===== src/rtl/flop_mode_cfg_if.sv =====
// Host-side handshake for the flop mode configuration sequencer: load request
// plus a valid/ready stream of 3-bit mode codes.
interface flop_mode_cfg_if;
    logic       start;
    logic       mode_valid;
    logic       mode_ready;
    logic [2:0] mode_data;

    modport master (output start, output mode_valid, output mode_data, input mode_ready);
    modport slave  (input start, input mode_valid, input mode_data, output mode_ready);
endinterface


===== src/rtl/flop_mode_cfg_ctrl.sv =====
// Collects one mode code per flop site, shifts them into the serial mode chain,
// verifies the chain by recirculating readback and strobes the latch only on a clean compare.
module flop_mode_cfg_ctrl #(
    parameter int NUM_CELLS = 16,
    parameter int IDX_W     = $clog2(NUM_CELLS)
) (
    input  logic             clk,
    input  logic             rst,
    flop_mode_cfg_if.slave   host,
    output logic             cfg_sdo,
    output logic             cfg_shift,
    input  logic             cfg_sdi,
    output logic             cfg_latch,
    output logic             busy,
    output logic             done,
    output logic             error,
    output logic [IDX_W-1:0] err_cell
);
    localparam int CHAIN_W = 3 * NUM_CELLS;
    localparam int BIT_W   = $clog2(CHAIN_W);

    typedef enum logic [2:0] {
        ST_IDLE    = 3'd0,
        ST_COLLECT = 3'd1,
        ST_SHIFT   = 3'd2,
        ST_VERIFY  = 3'd3,
        ST_LATCH   = 3'd4,
        ST_FAIL    = 3'd5,
        ST_DONE    = 3'd6
    } state_t;

    state_t             state_r;
    state_t             state_s;
    logic [IDX_W-1:0]   word_cnt_r;
    logic [BIT_W-1:0]   bit_cnt_r;
    logic [CHAIN_W-1:0] buf_r;
    logic               error_r;
    logic [IDX_W-1:0]   err_cell_r;

    logic               xfer_s;
    logic               last_word_s;
    logic               last_bit_s;
    logic               mismatch_s;
    logic [IDX_W-1:0]   cell_idx_s;
    logic               ready_s;
    logic               shift_s;
    logic               sdo_s;
    logic               latch_s;
    logic               busy_s;
    logic               done_s;

    assign xfer_s      = host.mode_valid && (state_r == ST_COLLECT);
    assign last_word_s = (word_cnt_r == IDX_W'(NUM_CELLS - 1));
    assign last_bit_s  = (bit_cnt_r == BIT_W'(CHAIN_W - 1));
    assign mismatch_s  = (state_r == ST_VERIFY) && (cfg_sdi != buf_r[CHAIN_W-1]);
    // Bits stream cell N-1 first, three per cell, so the bit count maps back to a cell index.
    assign cell_idx_s  = IDX_W'(NUM_CELLS - 1) - IDX_W'(bit_cnt_r / BIT_W'(3));

    // State register.
    always_ff @(posedge clk) begin
        if (rst) begin
            state_r <= ST_IDLE;
        end else begin
            state_r <= state_s;
        end
    end

    // Next-state decode.
    always_comb begin
        state_s = state_r;
        case (state_r)
            ST_IDLE: begin
                if (host.start) state_s = ST_COLLECT;
                else            state_s = ST_IDLE;
            end
            ST_COLLECT: begin
                if (xfer_s && last_word_s) state_s = ST_SHIFT;
                else                       state_s = ST_COLLECT;
            end
            ST_SHIFT: begin
                if (last_bit_s) state_s = ST_VERIFY;
                else            state_s = ST_SHIFT;
            end
            ST_VERIFY: begin
                if (!last_bit_s)                 state_s = ST_VERIFY;
                else if (error_r || mismatch_s)  state_s = ST_FAIL;
                else                             state_s = ST_LATCH;
            end
            ST_LATCH: state_s = ST_DONE;
            ST_FAIL:  state_s = ST_DONE;
            ST_DONE:  state_s = ST_IDLE;
            default:  state_s = ST_IDLE;
        endcase
    end

    // Output decode; in VERIFY the tail is fed straight back so the chain ends restored.
    always_comb begin
        ready_s = 1'b0;
        shift_s = 1'b0;
        sdo_s   = 1'b0;
        latch_s = 1'b0;
        busy_s  = 1'b0;
        done_s  = 1'b0;
        case (state_r)
            ST_IDLE: begin
                busy_s = 1'b0;
            end
            ST_COLLECT: begin
                ready_s = 1'b1;
                busy_s  = 1'b1;
            end
            ST_SHIFT: begin
                shift_s = 1'b1;
                sdo_s   = buf_r[CHAIN_W-1];
                busy_s  = 1'b1;
            end
            ST_VERIFY: begin
                shift_s = 1'b1;
                sdo_s   = cfg_sdi;
                busy_s  = 1'b1;
            end
            ST_LATCH: begin
                latch_s = 1'b1;
                busy_s  = 1'b1;
            end
            ST_FAIL: begin
                busy_s = 1'b1;
            end
            ST_DONE: begin
                done_s = 1'b1;
            end
            default: begin
                busy_s = 1'b0;
            end
        endcase
    end

    // Datapath: code buffer, word/bit counters and sticky verify result.
    always_ff @(posedge clk) begin
        if (rst) begin
            word_cnt_r <= '0;
            bit_cnt_r  <= '0;
            buf_r      <= '0;
            error_r    <= 1'b0;
            err_cell_r <= '0;
        end else begin
            case (state_r)
                ST_IDLE: begin
                    if (host.start) begin
                        error_r    <= 1'b0;
                        err_cell_r <= '0;
                        word_cnt_r <= '0;
                        bit_cnt_r  <= '0;
                    end
                end
                ST_COLLECT: begin
                    if (xfer_s) begin
                        buf_r      <= {buf_r[CHAIN_W-4:0], host.mode_data};
                        word_cnt_r <= last_word_s ? '0 : word_cnt_r + IDX_W'(1);
                    end
                end
                ST_SHIFT, ST_VERIFY: begin
                    buf_r     <= {buf_r[CHAIN_W-2:0], buf_r[CHAIN_W-1]};
                    bit_cnt_r <= last_bit_s ? '0 : bit_cnt_r + BIT_W'(1);
                    if (mismatch_s && !error_r) begin
                        error_r    <= 1'b1;
                        err_cell_r <= cell_idx_s;
                    end
                end
                default: begin
                    word_cnt_r <= word_cnt_r;
                end
            endcase
        end
    end

    assign host.mode_ready = ready_s;
    assign cfg_shift       = shift_s;
    assign cfg_sdo         = sdo_s;
    assign cfg_latch       = latch_s;
    assign busy            = busy_s;
    assign done            = done_s;
    assign error           = error_r;
    assign err_cell        = err_cell_r;
endmodule


===== src/flat_wrapper.sv =====
// flat-port wrapper written by rule: the top's interface ports become plain ports
module flop_mode_cfg_ctrl_flat 
#(
    parameter int NUM_CELLS = 16,
    parameter int IDX_W     = $clog2(NUM_CELLS)
)
  (clk, rst, cfg_sdo, cfg_shift, cfg_sdi, cfg_latch, busy, done, error, err_cell, host_start, host_mode_valid, host_mode_data, host_mode_ready);
  flop_mode_cfg_if host_i ();
  input  logic clk;
  input  logic rst;
  output logic cfg_sdo;
  output logic cfg_shift;
  input  logic cfg_sdi;
  output logic cfg_latch;
  output logic busy;
  output logic done;
  output logic error;
  output logic [IDX_W-1:0] err_cell;
  input wire logic [$bits(host_i.start)-1:0] host_start;
  input wire logic [$bits(host_i.mode_valid)-1:0] host_mode_valid;
  input wire logic [$bits(host_i.mode_data)-1:0] host_mode_data;
  output wire logic [$bits(host_i.mode_ready)-1:0] host_mode_ready;
  assign host_i.start = host_start;
  assign host_i.mode_valid = host_mode_valid;
  assign host_i.mode_data = host_mode_data;
  assign host_mode_ready = host_i.mode_ready;
  flop_mode_cfg_ctrl #(.NUM_CELLS(NUM_CELLS), .IDX_W(IDX_W)) u_core (.clk(clk), .rst(rst), .host(host_i), .cfg_sdo(cfg_sdo), .cfg_shift(cfg_shift), .cfg_sdi(cfg_sdi), .cfg_latch(cfg_latch), .busy(busy), .done(done), .error(error), .err_cell(err_cell));
endmodule

===== config.mk =====
export PLATFORM = sky130hd
export DESIGN_NAME = flop_mode_cfg_ctrl_flat
export DESIGN_NICKNAME = d
export VERILOG_FILES = /design/src/rtl/flop_mode_cfg_if.sv /design/src/rtl/flop_mode_cfg_ctrl.sv /design/src/flat_wrapper.sv
export SDC_FILE = /design/constraint.sdc
export NUM_CORES = 1
export LEC_CHECK = 0
export ABC_AREA = 1
export ABC_CLOCK_PERIOD_IN_PS = 2500
export CORE_MARGIN = 1.5
export CORE_UTILIZATION = 39
export CTS_CLUSTER_DIAMETER = 150
export DETAILED_ROUTE_END_ITERATION = 12
export GPL_TIMING_DRIVEN = 0
export HOLD_SLACK_MARGIN = 0.12
export PLACE_DENSITY = 0.56
export SYNTH_ARGS = -nofsm -noshare
export SYNTH_HDL_FRONTEND = slang
export SYNTH_SLANG_ARGS = --single-unit

===== constraint.sdc =====
create_clock -name clk -period 2.5 [get_ports clk]
set_clock_uncertainty 0.1 [all_clocks]
set_input_delay 0.625 -clock clk [delete_from_list [all_inputs] [get_ports clk]]
set_output_delay 0.625 -clock clk [all_outputs]
set_load 0.05 [all_outputs]

==> flow_summary.yaml <==
run_status:
  outcome: "complete, no violations"
clock_network:
  cts_tree: "yes"
  clock_latency_ns: 0.34
  cts_buffer_depth: 2
  cts_sinks: 66
  cts_inserted_buffers: 9
  cts.clk_slew.worst_paths_ns: 0.07
  root_buffer: "clkbuf_8"
  h-tree-depth: 3
die:
  ios: 19
  start_util: 0.4052
  fp.dieArea_um2: 9190
  core_region_area_um2: 8299
  die_y_um: 95.87
  num_rows: 33
  die_w_um: 95.87
detailed_routing:
  drt_pass1_iterations: 4
  routed_wl_mm: 8.566
  wl_per_cell_um: 14.90
  route.antenna.remaining_nets: 0
  drt_iter0_drc: 188
  routed_via_density: 5.289
  vias: 3041
  drc_errors: 0
global_route:
  grt_pass1_wl_mm: 14.38
  grt_pass1_vias: 2925
  antenna_found_initial: 0
  overflow: 0
  grt_usage: 0.2042
  grt_max_degree: 11
power:
  p_leak_nw: 1.403
  comb_power_share: 0.118
  p_switching_w: 0.0005964
  p_int_w: 0.001606
  seq_power_share: 0.516
  clock_power_share: 0.366
  switching_share: 0.2708
  design_power_total_w: 0.002202
  power_density_nw_per_um2: 577.1
  ir_worst_vdd_mv: 0.2706
setup_path:
  cp.arrival_ns: 1.66
  cp-end-kind: "primary output"
  cp.required_ns: 1.77
  crit_type: "reg -> out"
  worstPathMaxFanout: 10
  reg2reg_depth: 6
  startpoint_type: "register"
synth:
  synth_area_per_cell_um2: 7.661
  synthCells: 439
  ys_ff_latch: 66
  ys_types: 28
  netlist_area_um2: 3363
  yosysSeqAreaShare: 0.3929
  syn-num-nets: 452
  yosysWarnings: 0
finish:
  fillers: 885
  areaGrowthSynthToFinish_pct: 13.47
  drive_gt1_frac: 0.1298
  antenna_cells: 0
  final_nets: 479
sta:
  period_needed_ns: 2.381
  fmax_mhz: 419.9
  rsz0062_at_grt: "no"
  period_share: 0.9525
  worstMarginPinSlew_ns: 0.6948
  maxSlewHeadroom: 0.5368
  drv_slew: 0
  hold_violations: 0
  fin_ws_ns: 0.1188
  setup_violations: 0
min_path:
  hold_path_depth: 2
  hold_path_class: "reg -> reg"
place:
  hpwl_mm: 5.958
  port_buffers: 17
  place_congestion: 0.7858
  pre_cts_slack_ns: -0.3868
run:
  cap_violations: 0
[cells in the mapped netlist, drive strengths merged]
library cell	number	share of area
a211oi	68	0.17
a21oi	16	0.024
a221oi	4	0.010
a311oi	2	0.0052
a31oi	1	0.0019
buf	12	0.027
clkbuf	14	0.016
dfxtp	66	0.39
ha	5	0.019
inv	56	0.064
nand2	48	0.056
nand3	17	0.025
nand4	1	0.0019
nor2	91	0.12
nor3	26	0.054
nor4	1	0.0019
o21ai	7	0.010
o21bai	1	0.0022
o22ai	3	0.0056
[layout make-up]
| cell class | count | area (µm²) | area share |
|---|---|---|---|
| plain buffers | 25 | 138.9 | 0.03639 |
| clock buffers | 12 | 155.1 | 0.04066 |
| clock inverters | 3 | 15.01 | 0.003934 |
| inverters | 56 | 215.2 | 0.05639 |
| multi-input cells | 291 | 1683 | 0.4410 |
| flip-flops and latches | 66 | 1323 | 0.3466 |
| well taps | 105 | 131.4 | 0.03443 |
| repair buffers | 17 | 155.1 | 0.04066 |
[placed cells by master, fill, tap and decap left out, types with 15 or more instances in the layout]
cell type,n
nor2_1,85
dfxtp_1,65
a211oi_1,58
inv_1,51
nand2_1,47
nand3_1,17
nor3_1,16
a21oi_1,16
clkbuf_1,15
[registers in the layout (all words and copies together), names as in the netlist]
signal             cells
u_core.error           1
u_core.word_cnt_r      4
u_core.state_r         3
u_core.buf_r          48
u_core.err_cell        4
u_core.bit_cnt_r       6
[worst max-delay path: stages (launching register included)]
cell     delay, ns
dfxtp_2       0.39
inv_2         0.09
nor2_8        0.18
buf_2         0.32
buf_2         0.33
[worst paths after layout]
check                      from            endpoint  slack [ns]
max           u_core.state_r[1]           cfg_shift        0.12
min          u_core.err_cell[2]  u_core.err_cell[2]        0.36
max reg2reg   u_core.state_r[2]    u_core.buf_r[12]        0.31
min reg2reg  u_core.err_cell[2]  u_core.err_cell[2]        0.36
[per-layer routing]
| metal | global-route usage | part of all wire | vias up |
|---|---|---|---|
| met4 | 0.07353 | 0.0049 | 0 |
| met1 | 0.2789 | 0.49 | 1431 |
| met2 | 0.3251 | 0.46 | 59 |
| li1 | - | - | 1546 |
| met3 | 0.03081 | 0.043 | 5 |
| met5 | 0 | 0 | - |
[power groups by stage]
stage	clock network (W)	registers (W)	logic, W
2_1_floorplan	0	0.00115	0.000199
5_1_grt	0.000873	0.00114	0.000291
3_3_place_gp	0	0.00116	0.000257
6_report	0.000807	0.00114	0.000259
3_5_place_dp	0	0.00116	0.000260
4_1_cts	0.000825	0.00114	0.000260
[kinds of logic (layout without fill, tap and decap cells)]
family | Yosys count | in the layout | share of synthesized area
buf+inv | 82 | 113 | 0.1068
compound gates | 102 | 102 | 0.2262
fa+ha+maj | 5 | 5 | 0.01860
simple gates | 184 | 184 | 0.2556
flops | 66 | 66 | 0.3929
[metrics by stage]
| step | hold WS [ns] | TNS [ns] | util | area, µm² | std cells |
|---|---|---|---|---|---|
| CTS | 0.3694 | 0 | 0.4601 | 3819 | 576 |
| global route | 0.3950 | 0 | 0.4598 | 3816 | 575 |
| finish | 0.3637 | 0 | 0.4598 | 3816 | 575 |
| floorplan | 0.3443 | 0 | - | 3363 | 439 |
| global placement | 0.3537 | -0.7343 | 0.4416 | 3665 | 561 |
| detailed placement | 0.3585 | -0.7477 | 0.4416 | 3665 | 561 |
[timing repair]
item | 4_1_cts | 5_1_grt
resized for setup | 19 | 2
setup endpoints to repair | 6 | 3
buffers inserted | 0 | 0
hold buffers | 0 | 0
(Power assumes the default switching activity.)
